===== src/rtl/pc_sequencer.sv =====
// pc_sequencer: fetch-PC generator with stall-deferred redirects and a
// circular return-address stack (RAS). All outputs come straight from flops.
module pc_sequencer #(
   parameter int unsigned     PC_W      = 16,
   parameter int unsigned     COND_W    = 8,
   parameter int unsigned     UNCOND_W  = 11,
   parameter int unsigned     LINK_W    = 6,
   parameter int unsigned     RAS_DEPTH = 4,
   parameter logic [PC_W-1:0] RESET_PC  = '0
) (
   input  logic                clk,
   input  logic                reset,
   input  logic                stall,
   input  logic                redirect_valid,
   input  logic [PC_W-1:0]     br_pc,
   input  logic [1:0]          branch_type,
   input  logic                br_taken,
   input  logic                reg_branch,
   input  logic                ret,
   input  logic [COND_W-1:0]   cond_offset,
   input  logic [UNCOND_W-1:0] uncond_offset,
   input  logic [LINK_W-1:0]   link_offset,
   input  logic [PC_W-1:0]     register_data_2,
   output logic [PC_W-1:0]     pc_out,
   output logic                pc_valid,
   output logic [PC_W-1:0]     link_pc,
   output logic                flush,
   output logic                ras_empty,
   output logic                ras_full,
   output logic                ras_overflow,
   output logic                ras_underflow
);
   localparam int unsigned AW      = $clog2(RAS_DEPTH);
   localparam logic [AW:0] DEPTH_C = (AW+1)'(RAS_DEPTH);

   // Everything needed to resolve a redirect later, captured as one unit
   typedef struct packed {
      logic [PC_W-1:0]     br_pc;
      logic [1:0]          btype;
      logic                taken;
      logic                reg_br;
      logic                ret;
      logic [COND_W-1:0]   cond_off;
      logic [UNCOND_W-1:0] uncond_off;
      logic [LINK_W-1:0]   link_off;
      logic [PC_W-1:0]     reg_data;
   } redir_t;

   redir_t          in_req, req, pend_q, pend_d;
   logic            pend_vld_q, pend_vld_d;
   logic [PC_W-1:0] pc_q, pc_d, link_q, link_d, seq;
   logic [PC_W-1:0] c_ext, u_ext, l_ext;
   logic            vld_q, flush_q, flush_d, run, apply;
   logic [PC_W-1:0] ras_q [RAS_DEPTH];
   logic [AW-1:0]   ptr_q, ptr_d, top_idx;
   logic [AW:0]     cnt_q, cnt_d;
   logic            empty_q, full_q, ovf_q, ovf_d, unf_q, unf_d;
   logic            push, pop;

   // Bundle the live redirect inputs
   always_comb begin
      in_req            = '0;
      in_req.br_pc      = br_pc;
      in_req.btype      = branch_type;
      in_req.taken      = br_taken;
      in_req.reg_br     = reg_branch;
      in_req.ret        = ret;
      in_req.cond_off   = cond_offset;
      in_req.uncond_off = uncond_offset;
      in_req.link_off   = link_offset;
      in_req.reg_data   = register_data_2;
   end

   // Next PC, pending capture, and RAS push/pop decisions
   always_comb begin
      // The first edge after reset only raises pc_valid, so it behaves as a stall
      run        = vld_q & ~stall;
      apply      = run & (redirect_valid | pend_vld_q);
      // A fresh redirect always wins over a deferred one
      req        = redirect_valid ? in_req : pend_q;
      seq        = req.br_pc + PC_W'(1);
      c_ext      = {{(PC_W-COND_W){req.cond_off[COND_W-1]}}, req.cond_off};
      u_ext      = {{(PC_W-UNCOND_W){req.uncond_off[UNCOND_W-1]}}, req.uncond_off};
      l_ext      = {{(PC_W-LINK_W){req.link_off[LINK_W-1]}}, req.link_off};
      top_idx    = ptr_q - AW'(1);
      pc_d       = pc_q;
      link_d     = link_q;
      flush_d    = 1'b0;
      pend_d     = pend_q;
      pend_vld_d = pend_vld_q;
      push       = 1'b0;
      pop        = 1'b0;
      unf_d      = unf_q;
      if (!run) begin
         if (redirect_valid) begin
            pend_d     = in_req;
            pend_vld_d = 1'b1;
         end
      end else begin
         pend_vld_d = 1'b0;
         if (!apply) begin
            pc_d = pc_q + PC_W'(1);
         end else begin
            flush_d = 1'b1;
            if (req.ret) begin
               if (cnt_q != '0) begin
                  pc_d = ras_q[top_idx];
                  pop  = 1'b1;
               end else begin
                  pc_d  = seq;
                  unf_d = 1'b1;
               end
            end else if (req.reg_br) begin
               pc_d = req.reg_data;
            end else if (req.btype == 2'b01 && req.taken) begin
               pc_d = req.br_pc + c_ext;
            end else if (req.btype == 2'b10) begin
               pc_d = req.br_pc + u_ext;
            end else if (req.btype == 2'b11) begin
               pc_d   = req.br_pc + l_ext;
               push   = 1'b1;
               link_d = seq;
            end else begin
               pc_d = seq;
            end
         end
      end
   end

   // RAS pointer/count: a push when full overwrites the oldest slot
   always_comb begin
      ptr_d = ptr_q;
      cnt_d = cnt_q;
      ovf_d = ovf_q;
      if (push) begin
         ptr_d = ptr_q + AW'(1);
         if (cnt_q == DEPTH_C) ovf_d = 1'b1;
         else                  cnt_d = cnt_q + (AW+1)'(1);
      end else if (pop) begin
         ptr_d = top_idx;
         cnt_d = cnt_q - (AW+1)'(1);
      end
   end

   // RAS storage needs no reset: the count gates every read
   always_ff @(posedge clk) begin
      if (push) ras_q[ptr_q] <= seq;
   end

   // Architectural state with asynchronous reset
   always_ff @(posedge clk or negedge reset) begin
      if (!reset) begin
         pc_q       <= RESET_PC;
         vld_q      <= 1'b0;
         link_q     <= '0;
         flush_q    <= 1'b0;
         pend_q     <= '0;
         pend_vld_q <= 1'b0;
         ptr_q      <= '0;
         cnt_q      <= '0;
         empty_q    <= 1'b1;
         full_q     <= 1'b0;
         ovf_q      <= 1'b0;
         unf_q      <= 1'b0;
      end else begin
         pc_q       <= pc_d;
         vld_q      <= 1'b1;
         link_q     <= link_d;
         flush_q    <= flush_d;
         pend_q     <= pend_d;
         pend_vld_q <= pend_vld_d;
         ptr_q      <= ptr_d;
         cnt_q      <= cnt_d;
         empty_q    <= (cnt_d == '0);
         full_q     <= (cnt_d == DEPTH_C);
         ovf_q      <= ovf_d;
         unf_q      <= unf_d;
      end
   end

   assign pc_out        = pc_q;
   assign pc_valid      = vld_q;
   assign link_pc       = link_q;
   assign flush         = flush_q;
   assign ras_empty     = empty_q;
   assign ras_full      = full_q;
   assign ras_overflow  = ovf_q;
   assign ras_underflow = unf_q;

endmodule


===== config.mk =====
export PLATFORM = sky130hd
export DESIGN_NAME = pc_sequencer
export DESIGN_NICKNAME = d
export VERILOG_FILES = /design/src/rtl/pc_sequencer.sv
export SDC_FILE = /design/constraint.sdc
export NUM_CORES = 1
export LEC_CHECK = 0
export BUFFER_PORTS_ARGS = -buffer_cell sky130_fd_sc_hd__buf_2
export CAP_MARGIN = 0
export CELL_PAD_IN_SITES_DETAIL_PLACEMENT = 0
export CELL_PAD_IN_SITES_GLOBAL_PLACEMENT = 1
export CORE_MARGIN = 2
export CORE_UTILIZATION = 47
export DETAILED_ROUTE_END_ITERATION = 12
export PLACE_DENSITY_LB_ADDON = 0.1
export SYNTH_ARGS = -nofsm -noshare
export SYNTH_HDL_FRONTEND = slang
export SYNTH_SLANG_ARGS = --single-unit

===== constraint.sdc =====
create_clock -name clk -period 3.55 [get_ports clk]
set_input_delay 0.71 -clock clk [delete_from_list [all_inputs] [get_ports clk]]
set_output_delay 0.71 -clock clk [all_outputs]
set_load 0.02 [all_outputs]

Word level (Yosys, flattened, before mapping)
Memory sizes are Yosys's and may differ from the RTL's.
Index checks and enable logic that the tools add are counted.
Cells by class
  bitwise operators: 9
  $add $sub $neg: 9
  shifts and indexed selects: 0
  reduce and logical (&&, ||, !) cells: 8
  equal/unequal tests: 5
  mux-type cells: 30
  $mul: 0
  order comparisons: 0
  div/mod/pow operators: 0
Operators with widths (count)
  16-bit two-way mux: 7
  62-bit two-way mux: 1
  16-bit adder: 3
  16-bit by 1-bit adder with 16-bit output, second input constant: 2
  1-bit two-way mux: 17
  3-bit two-way mux: 3
  7-bit AND reduction: 1
  3-bit equality test, second input constant: 2
  1-bit inverter: 6
  2-bit equality test, second input constant: 2
  2-bit two-way mux: 2
  4-bit AND reduction: 1
  2-bit nonzero test: 2
  3-bit by 1-bit adder with 3-bit output, second input constant: 1
  3-bit zero test: 1
  3-bit nonzero test: 1
  3-bit by 1-bit subtractor with 3-bit output, second input constant: 1
  2-bit by 1-bit adder with 2-bit output, second input constant: 1
  1-bit bitwise AND: 2
  2-bit by 1-bit equality test with 1-bit output, second input constant: 1
  2-bit AND reduction: 1
  2-bit by 1-bit subtractor with 2-bit output, second input constant: 1
  1-bit logical AND: 1
  1-bit OR: 1
Storage, ports and cells
  flip-flop bits (word level): 106
  bits in writable memories: 64
  output and inout port bits: 38
  memories: 1
  ROM bits: 0
  input port bits: 66
  logic and storage cells: 82
  latch bits: 0
Memories
  ras_q: words 4, width 16, rd ports 1, clocked after Yosys merged registers in 0, wr ports 1, line 54  | logic [PC_W-1:0] ras_q [RAS_DEPTH];

Logic depth before layout (Yosys ltp)
Gate-level depths: netlist of the first run.
  word-level depth: 11
  gate-level depth with buffers: 19
  depth with buffers taken out: 13

Least setup slack after synthesis of the first run
No wires, ideal clock.
  kind: input -> register
  start: input port redirect_valid
  end: register pc_q[13] (netlist: pc_out[13])
  data required time: 3.418 ns
  data arrival time: 4.303 ns
  path slack: -0.885 ns
  library setup time: 0.132 ns
  path buffers: 7
  stages: 18
  path through: buf_6 buf_12 buf_12 buf_4 buf_4 buf_4 buf_4 mux2i_1 inv_1 ha_1 a211oi_1 o211ai_1 a311o_1 a21oi_1 or3_1 a21oi_1 a211oi_1 o21ai_1
RTL lines
  start, declared: line 14  | input logic redirect_valid,
  end signal, assigned: line 166  | pc_q <= pc_d;
  end, declared: line 51  | logic [PC_W-1:0] pc_q, pc_d, link_q, link_d, seq;

==> flow_summary.ini, run 1 <==
[outcome]
status = finished, final reports clean

[place]
hpwl_mm = 24.5
io_buffer_count = 103
pre_cts_slack_ns = 0.0105
post_dp_cell_area_sq_um = 12400
gp_congestion = 0.888

[clocking]
numClockSinks = 170
h-tree-depth = 4
clk_pin_slew_ns = 0.07
cts_hold_buf = 0
cts-root-buf = clkbuf_16
tritoncts = done
cts_resized = 0
clock_latency_ns = 0.43
clk_path_buf_depth = 2
cts_made_buffers = 17
cts_setup_buffers = 0

[critical_path]
start_kind = input pin
cp.arrival_ns = 3.42
cp_max_fo = 8
reg2regPathDepth = 12
path_class = in2reg
cp.required_ns = 3.85
endpoint_kind = flip-flop
r2r_slack_ns = 0.63

[global_routing]
grt_start_max_net_pins = 53
antenna_found_initial = 0
grt_usage = 0.269
grt_pass1_wl_mm = 49.7
overflow = 0
grt_pass1_vias = 8588

[sta]
fin_ws_ns = 0.434
rsz0062_at_grt = false
fmax_mhz = 321
tightest_slew_ns = 0.704
slew_viol_final = 0
max_slew_margin = 0.530
finalCritPeriodShare = 0.878
finalCriticalPeriod_ns = 3.12
hold-worst-slack_ns = 0.0744
setup_viol = 0
finalHoldViolations = 0
fin_skew_ns = 0.0131

[synth]
synth_cell_types = 85
postSynthCellCount = 1072
synth-main-ff-cell = dfrtp_1
syn-num-nets = 1195
yosys_warnings = 0
synth-seq-cells = 170
synth.cell_area_sq_um = 10800
ys_async_sr_fraction = 0.624
avgSynthCellArea_sq_um = 10.1
synth_edf_count = 64
seq_area_frac_synth = 0.424

[route]
wl_per_cell_microns = 20.4
ant_nets = 0
route.detailed.drc = 0
drt-total-wl_mm = 31.7
vias = 8894
first_pass_iters = 6
drt_iter0_drc = 871
via_per_inst = 5.72

[final_layout]
design_area_sq_um = 13000
synthToLayoutAreaGrowth_pct = 21.0
final_nets = 1380
fillers = 2018
antenna_cells = 0
layout_common_cells = nor2_1 (126), dfrtp_1 (105), buf_2 (101), buf_4 (101), nand2_1 (100)
drive_above_1_share = 0.275
layout_commonest_cell = nor2_1

[die]
die_h_microns = 155
rows = 55
die-width_microns = 155
io_pins = 104
die_area_sq_um = 24200
coreArea_sq_um = 22600
start_util = 0.478

[power_and_ir_drop]
clkPwrFrac = 0.245
p_sw_mw = 3.03
p_per_area_nw_per_um2 = 597
pwr-share-seq = 0.336
pwr-share-comb = 0.418
p_leak_nw = 5.62
total_power_mw = 7.79
power_switching_share = 0.389
ir_drop_uv = 293
internal_power_mw = 4.76

[run]
max_cap_viol_count = 0

[worst_hold_path]
hp-class = in2async
-- per-layer routing --
layer	global-route usage	vias up	wire, microns
met2	0.400	322	13500
met1	0.407	4233	15400
met5	0	-	0
li1	-	4299	-
met3	0.0412	40	2020
met4	0.0813	0	749
-- cell usage after synthesis, drive strengths merged, types with 4 or more instances --
library cell,count,area [sq um]
a221oi,13,138
edfxtp,64,1920
a211oi,15,118
buf,24,160
dfrtp,105,2630
nand2b,12,75.1
a21oi,90,450
o211ai,9,67.6
mux2i,46,493
o21ai,58,294
nand3,30,155
or3,6,37.5
nor3,13,86.3
a31oi,9,56.3
clkbuf,19,71.3
nor2,128,485
a21o,10,75.1
o21bai,4,30.0
inv,43,161
xnor2,34,350
nand3b,5,37.5
a22oi,4,35.0
and2,12,75.1
o22ai,11,68.8
nand2,102,393
xor2,14,123
ha,54,676
nor2b,9,56.3
mux4,16,360
and3,6,37.5
or2,5,31.3
nand4,10,62.6
mux2,40,454
o221ai,6,52.6
-- worst paths after layout --
path	end	from
min in group clk	ras_underflow$_DFFE_PN0P_	ras_underflow$_DFFE_PN0P_
max in group asynchronous	link_pc[1]$_DFFE_PN0P_	reset
hold reg to reg	ras_underflow$_DFFE_PN0P_	ras_underflow$_DFFE_PN0P_
hold / removal	pend_q[36]$_DFFE_PN0N_	reset
setup reg to reg	pc_out[14]$_DFFE_PN0P_	pend_q[46]$_DFFE_PN0N_
setup / recovery	pc_out[12]$_DFFE_PN0P_	redirect_valid
-- flip-flops by register name, summed over array words and instances (netlist names) --
signal,cells
cnt_q,3
flush,1
link_pc,16
pc_out,16
pc_valid,1
pend_q,62
pend_vld_q,1
ptr_q,2
ras_empty,1
ras_full,1
ras_overflow,1
ras_q,64
ras_underflow,1
-- logic make-up (layout without fill, tap and decap cells) --
family	count (synthesis)	count (layout)	synth area share
other cells	1	1	0.000348
xor+xnor	48	48	0.0439
buf+inv	86	284	0.0364
mux	102	102	0.121
fa+ha+maj	57	57	0.0682
flops	170	170	0.424
simple gates	348	348	0.151
compound gates	260	260	0.154
-- per-stage QoR --
stage,util,std cells,TNS (ns)
finish,0.578,1555,0
global route,0.578,1555,0
CTS,0.578,1555,0
detailed placement,0.551,1523,0
global placement,0.551,1523,0
floorplan,-,1072,-0.860
-- final cells by class --
class | count | area (sq um) | share of cell area
clock buffers | 18 | 429 | 0.0329
clock inverters | 14 | 171 | 0.0131
inverters | 43 | 161 | 0.0124
multi-input cells | 816 | 5950 | 0.456
flip-flops and latches | 170 | 4580 | 0.351
well taps | 285 | 357 | 0.0273
repair buffers | 209 | 1400 | 0.108
-- worst max-delay path, cell delays in order --
cell and delay [ns]:
buf_4 0.18, buf_4 0.20, mux2i_1 0.24, inv_1 0.17, ha_1 0.25, a21o_1 0.18
a21oi_1 0.20, a31oi_1 0.16, o41ai_2 0.42, or3b_4 0.19, a21oi_1 0.05, a211oi_1 0.35
o31ai_1 0.10
-- power by group through the flow --
| stage | clock network [mW] | registers, mW | logic [mW] |
|---|---|---|---|
| 5_1_grt | 2.05 | 2.66 | 3.57 |
| 3_5_place_dp | 0 | 2.66 | 3.25 |
| 4_1_cts | 1.96 | 2.62 | 3.26 |
| 3_3_place_gp | 0 | 2.65 | 3.24 |
| 6_report | 1.91 | 2.62 | 3.26 |
| 2_1_floorplan | 0 | 2.79 | 1.98 |
No activity file was read; power rests on OpenSTA's default activity.
==> inputs of run 2 (changes only) <==
--- a/config.mk
+++ b/config.mk
@@ -5,13 +5,13 @@
 export SDC_FILE = /design/constraint.sdc
 export NUM_CORES = 1
 export LEC_CHECK = 0
-export BUFFER_PORTS_ARGS = -buffer_cell sky130_fd_sc_hd__buf_2
 export CAP_MARGIN = 0
 export CELL_PAD_IN_SITES_DETAIL_PLACEMENT = 0
 export CELL_PAD_IN_SITES_GLOBAL_PLACEMENT = 1
 export CORE_MARGIN = 2
-export CORE_UTILIZATION = 47
+export CORE_UTILIZATION = 50
 export DETAILED_ROUTE_END_ITERATION = 12
+export DONT_BUFFER_PORTS = 1
 export PLACE_DENSITY_LB_ADDON = 0.1
 export SYNTH_ARGS = -nofsm -noshare
 export SYNTH_HDL_FRONTEND = slang
==> run 2 against run 1 <==
Non-clock buffer count is 171 lower. Largest power group is now sequential cells. Clock power hardly changed. Via count is 7.1% lower. Core utilization is 1.1 points lower.
==> flow_summary.ini, run 2 (synthesized netlist as in run 1, its figures left out) <==
[outcome]
status = finished, final reports clean

[clocking]
h-tree-depth = 4
clk_path_buf_depth = 2
clk_pin_slew_ns = 0.07
cts_hold_buf = 1
cts-root-buf = clkbuf_16
cts_setup_buffers = 0
cts_resized = 0
cts_made_buffers = 17
tritoncts = done
numClockSinks = 170
clock_latency_ns = 0.44

[power_and_ir_drop]
p_per_area_nw_per_um2 = 619
power_switching_share = 0.394
ir_drop_uv = 247
clkPwrFrac = 0.255
p_sw_mw = 2.92
internal_power_mw = 4.50
pwr-share-comb = 0.356
pwr-share-seq = 0.389
p_leak_nw = 4.85

[critical_path]
crit_chain = mux2i_2 > inv_1 > buf_4 > ha_4 > a21o_1 > a21oi_1 > a31oi_1 > o41ai_2 > or3b_4 > a21oi_1 > a211oi_1 > o31ai_1
endpoint_kind = flip-flop
cp_common_cell = a21oi_1
start_kind = flip-flop
r2r_slack_ns = 0.43
r2r_end = pc_out[12]$_DFFE_PN0P_
path_class = reg2reg
slowest_delay_ns = 0.42
cp.required_ns = 3.86
crit-reg2reg-launch = pend_q[50]$_DFFE_PN0N_
cp.arrival_ns = 3.43
cp_max_fo = 5
reg2regPathDepth = 12
crit_slowest_cell = o41ai_2

[final_layout]
design_area_sq_um = 12000
final_nets = 1209
layout_commonest_cell = nor2_1
drive_above_1_share = 0.162
largest_register = ras_q
layout_common_cells = nor2_1 (126), dfrtp_1 (105), nand2_1 (100), a21oi_1 (88), edfxtp_1 (64)
synthToLayoutAreaGrowth_pct = 11.0
top_regs = ras_q: 64 flops, pend_q: 62 flops
largest_reg_flops = 64
antenna_cells = 0

[die]
die-width_microns = 151
die_h_microns = 151
die_area_sq_um = 22800
io_pins = 104
start_util = 0.511
coreArea_sq_um = 21100
rows = 53

[sta]
hold-worst-slack_ns = 0.103
fin_setup_tns_ns = 0
finalCriticalPeriod_ns = 3.12
fmax_mhz = 321
slew_viol_final = 0
finalCritPeriodShare = 0.878
finalHoldViolations = 0
setup_viol = 0
fin_skew_ns = 0.00860
rsz0062_at_grt = false
tightest_slew_ns = 1.08
max_slew_margin = 0.273

[route]
first_pass_iters = 5
ant_nets = 0
via_per_inst = 6.02
vias = 8266
route.detailed.drc = 0
drt-total-wl_mm = 30.5
drt_iter0_drc = 527
wl_per_cell_microns = 22.2

[run]
max_cap_viol_count = 0

[place]
io_buffer_count = 0
gp_congestion = 0.897
post_dp_cell_area_sq_um = 11400
hpwl_mm = 22.6

[global_routing]
overflow = 0
grt_pass1_vias = 8059
grt_usage = 0.279
grt_pass1_wl_mm = 47.1
antenna_found_initial = 1
grt_start_max_net_pins = 106

[worst_hold_path]
hp-class = in2async
[run 2: power by group through the flow]
| stage | sequential [mW] | combinational (mW) | clock (mW) |
|---|---|---|---|
| 5_1_grt | 2.93 | 2.91 | 2.00 |
| 2_1_floorplan | 2.79 | 1.98 | 0 |
| 3_3_place_gp | 2.91 | 2.58 | 0 |
| 3_5_place_dp | 2.92 | 2.58 | 0 |
| 4_1_cts | 2.88 | 2.63 | 1.92 |
| 6_report | 2.88 | 2.64 | 1.89 |
[run 2: how the worst max path moves through the flow]
stage	from	slack [ns]	endpoint	cells past startpoint
2_1_floorplan	redirect_valid	-0.20	pc_out[13]$_DFFE_PN0P_	18
3_3_place_gp	redirect_valid	0.11	pc_out[14]$_DFFE_PN0P_	10
3_5_place_dp	redirect_valid	0.07	pc_out[14]$_DFFE_PN0P_	10
4_1_cts	pend_q[50]$_DFFE_PN0N_	0.43	pc_out[14]$_DFFE_PN0P_	12
5_1_grt	pend_q[50]$_DFFE_PN0N_	0.16	pc_out[14]$_DFFE_PN0P_	12
6_report	pend_q[50]$_DFFE_PN0N_	0.43	pc_out[12]$_DFFE_PN0P_	12
[run 2: final cells by class]
class	count	area (sq um)
Clock buffer	18	439
Clock inverter	14	150
Fill cell	1855	9120
Inverter	43	161
Multi-Input combinational cell	816	5950
Sequential cell	170	4580
Tap cell	275	344
Timing Repair Buffer	38	343
[run 2: per-stage QoR]
step | util | power [mW] | setup WS, ns | std cells
final | 0.568 | 7.41 | 0.432 | 1374
after global routing | 0.568 | 7.84 | 0.159 | 1374
after CTS | 0.568 | 7.44 | 0.430 | 1374
after detailed placement | 0.538 | 5.50 | 0.0719 | 1341
after global placement | 0.538 | 5.49 | 0.106 | 1341
after floorplan | - | 4.77 | -0.198 | 1072
[run 2: worst max-delay path, delay by kind of cell, from the launching register on]
kind	cells	cell delay [ns]
AOI/OAI and AO/OA	7	1.48
DFF	1	0.40
buffers and inverters	2	0.37
muxes	1	0.32
adders and majority gates	1	0.24
and+or+nand+nor	1	0.19
[run 2: per-layer routing]
layer	track usage	routed length (microns)	share of wire	up-vias
met5	0	12	0.00039	-
met1	0.414	14400	0.47	3957
li1	-	-	-	3952
met2	0.405	12900	0.42	312
met4	0.0911	794	0.026	2
met3	0.0620	2400	0.079	43
==> inputs of run 3 (changes only) <==
--- a/config.mk
+++ b/config.mk
@@ -12,6 +12,7 @@
 export CORE_UTILIZATION = 50
 export DETAILED_ROUTE_END_ITERATION = 12
 export DONT_BUFFER_PORTS = 1
+export MAX_ROUTING_LAYER = met4
 export PLACE_DENSITY_LB_ADDON = 0.1
 export SYNTH_ARGS = -nofsm -noshare
 export SYNTH_HDL_FRONTEND = slang
==> run 3 against run 2 <==
Flip-flop and latch count is the same. Clock-buffer cell count unchanged. Hold slack better by 0.0014 ns. Sequential power about the same. Non-clock buffer count up 2. Global-route usage rose by 0.87 points. Critical path type unchanged.
==> flow_summary.ini, run 3 (synthesized netlist as in run 1, its figures left out) <==
[sta]
fin_skew_ns = 0.00773
fmax_mhz = 334
finalHoldViolations = 0
tightest_slew_ns = 1.14
rsz0062_at_grt = false
finalCritPeriodShare = 0.845
finalCriticalPeriod_ns = 3.00
hold-worst-slack_ns = 0.105
max_slew_margin = 0.236
slew_viol_final = 0
setup_viol = 0

[clocking]
clk_path_buf_depth = 2
clock_latency_ns = 0.44
clk_pin_slew_ns = 0.07
tritoncts = done
numClockSinks = 170
cts_made_buffers = 17
h-tree-depth = 4
cts-root-buf = clkbuf_16

[global_routing]
grt_pass1_vias = 7962
grt_usage = 0.288
grt_start_max_net_pins = 106
overflow = 0
grt_pass1_wl_mm = 47.3
antenna_found_initial = 1

[critical_path]
crit_chain = mux2i_2 > inv_1 > ha_4 > a21o_1 > a21oi_1 > a31oi_1 > o41ai_2 > nor2_1 > mux2i_1 > a211oi_1 > o21ai_1
r2r_slack_ns = 0.55
crit_family = compound AO/OA/AOI/OAI gates
cp.arrival_ns = 3.32
slowest_delay_ns = 0.42
cp.buffers_inverters = 1
cp_max_fo = 5
crit_end = pc_out[14]$_DFFE_PN0P_
path_class = reg2reg
start_kind = flip-flop
worstSetupPathDepth = 11
startpoint = pend_q[50]$_DFFE_PN0N_
endpoint_kind = flip-flop
r2r_end = pc_out[14]$_DFFE_PN0P_
crit-reg2reg-launch = pend_q[50]$_DFFE_PN0N_
crit_slowest_cell = o41ai_2
reg2regPathDepth = 11
cp.required_ns = 3.87

[final_layout]
largest_reg_flops = 64
stdcell_count = 1377
top_regs = ras_q: 64 flops, pend_q: 62 flops
drive_above_1_share = 0.163
synthToLayoutAreaGrowth_pct = 10.8
layout_commonest_cell = nor2_1
fillers = 1858
largest_register = ras_q
final_core_util = 0.566
final_nets = 1211
layout_common_cells = nor2_1 (126), dfrtp_1 (105), nand2_1 (100), a21oi_1 (88), edfxtp_1 (64)

[route]
drt_iter0_drc = 555
wl_per_cell_microns = 22.4
vias = 8317
route.detailed.drc = 0
drt-total-wl_mm = 30.8
ant_nets = 0
via_per_inst = 6.04
first_pass_iters = 6

[die]
coreArea_sq_um = 21100
die-width_microns = 151
start_util = 0.511
rows = 53
die_area_sq_um = 22800
die_h_microns = 151
io_pins = 104

[place]
hpwl_mm = 22.7
gp_congestion = 0.918
place_inst = 1343
io_buffer_count = 0

[power_and_ir_drop]
p_per_area_nw_per_um2 = 621
p_leak_nw = 4.85
total_power_mw = 7.42
ir_drop_uv = 300

[run]
max_cap_viol_count = 0

[outcome]
status = finished, final reports clean

[worst_hold_path]
hp-class = in2async
## run 3: worst min-delay path by stage
stage | slack, ns | to | cells after the start
detailed placement | 0.42 | pend_q[37]$_DFFE_PN0N_ | 0
global placement | 0.42 | pend_q[37]$_DFFE_PN0N_ | 0
floorplan | 0.41 | cnt_q[0]$_DFF_PN0_ | 0
finish | 0.10 | ras_empty$_DFF_PN1_ | 0
global route | 0.09 | ras_empty$_DFF_PN1_ | 0
CTS | 0.09 | ras_empty$_DFF_PN1_ | 0
## run 3: area by class of cell
class,count,area [sq um],area share
Antenna cell,1,2.50,0.000210
Clock buffer,18,429,0.0359
Clock inverter,14,153,0.0128
Inverter,43,161,0.0135
Multi-Input combinational cell,816,5950,0.499
Sequential cell,170,4580,0.383
Tap cell,275,344,0.0288
Timing Repair Buffer,40,320,0.0268
## run 3: worst register-to-register path: cells and delay by family, from the launching register on
kind	cells	cell delay, ns
AO/OA/AOI/OAI	6	1.39
multiplexers	2	0.45
flip-flops	1	0.41
adder cells (fa/ha/maj)	1	0.29
buffers and inverters	1	0.23
AND/OR/NAND/NOR	1	0.11
## run 3: report_power, final
part / total, mW / switching [mW] / internal (mW)
registers: 2.87 / 0.514 / 2.36
clock network: 1.89 / 0.894 / 0.998
logic: 2.65 / 1.52 / 1.13
total: 7.42 / 2.93 / 4.49
## run 3: metrics by stage
stage          instance area, sq um  setup WS [ns]  setup TNS (ns)
2_1_floorplan                 11000         -0.198          -0.860
4_1_cts                       11900          0.556               0
6_report                      11900          0.552               0
5_1_grt                       11900          0.250               0
3_5_place_dp                  11300          0.148               0
3_3_place_gp                  11300          0.237               0
## run 3: layer usage
layer,vias up,track usage,wire (microns)
li1,3966,-,-
met1,4026,0.417,14500
met2,284,0.411,13200
met3,41,0.0533,2380
met4,0,0.0874,646
met5,-,-,0
## run 3: repair_timing
action / CTS / global route
resized for setup: 0 / 0
hold endpoints to repair: 105 / 0
hold buffers: 1 / 0
buffers inserted: 0 / 0
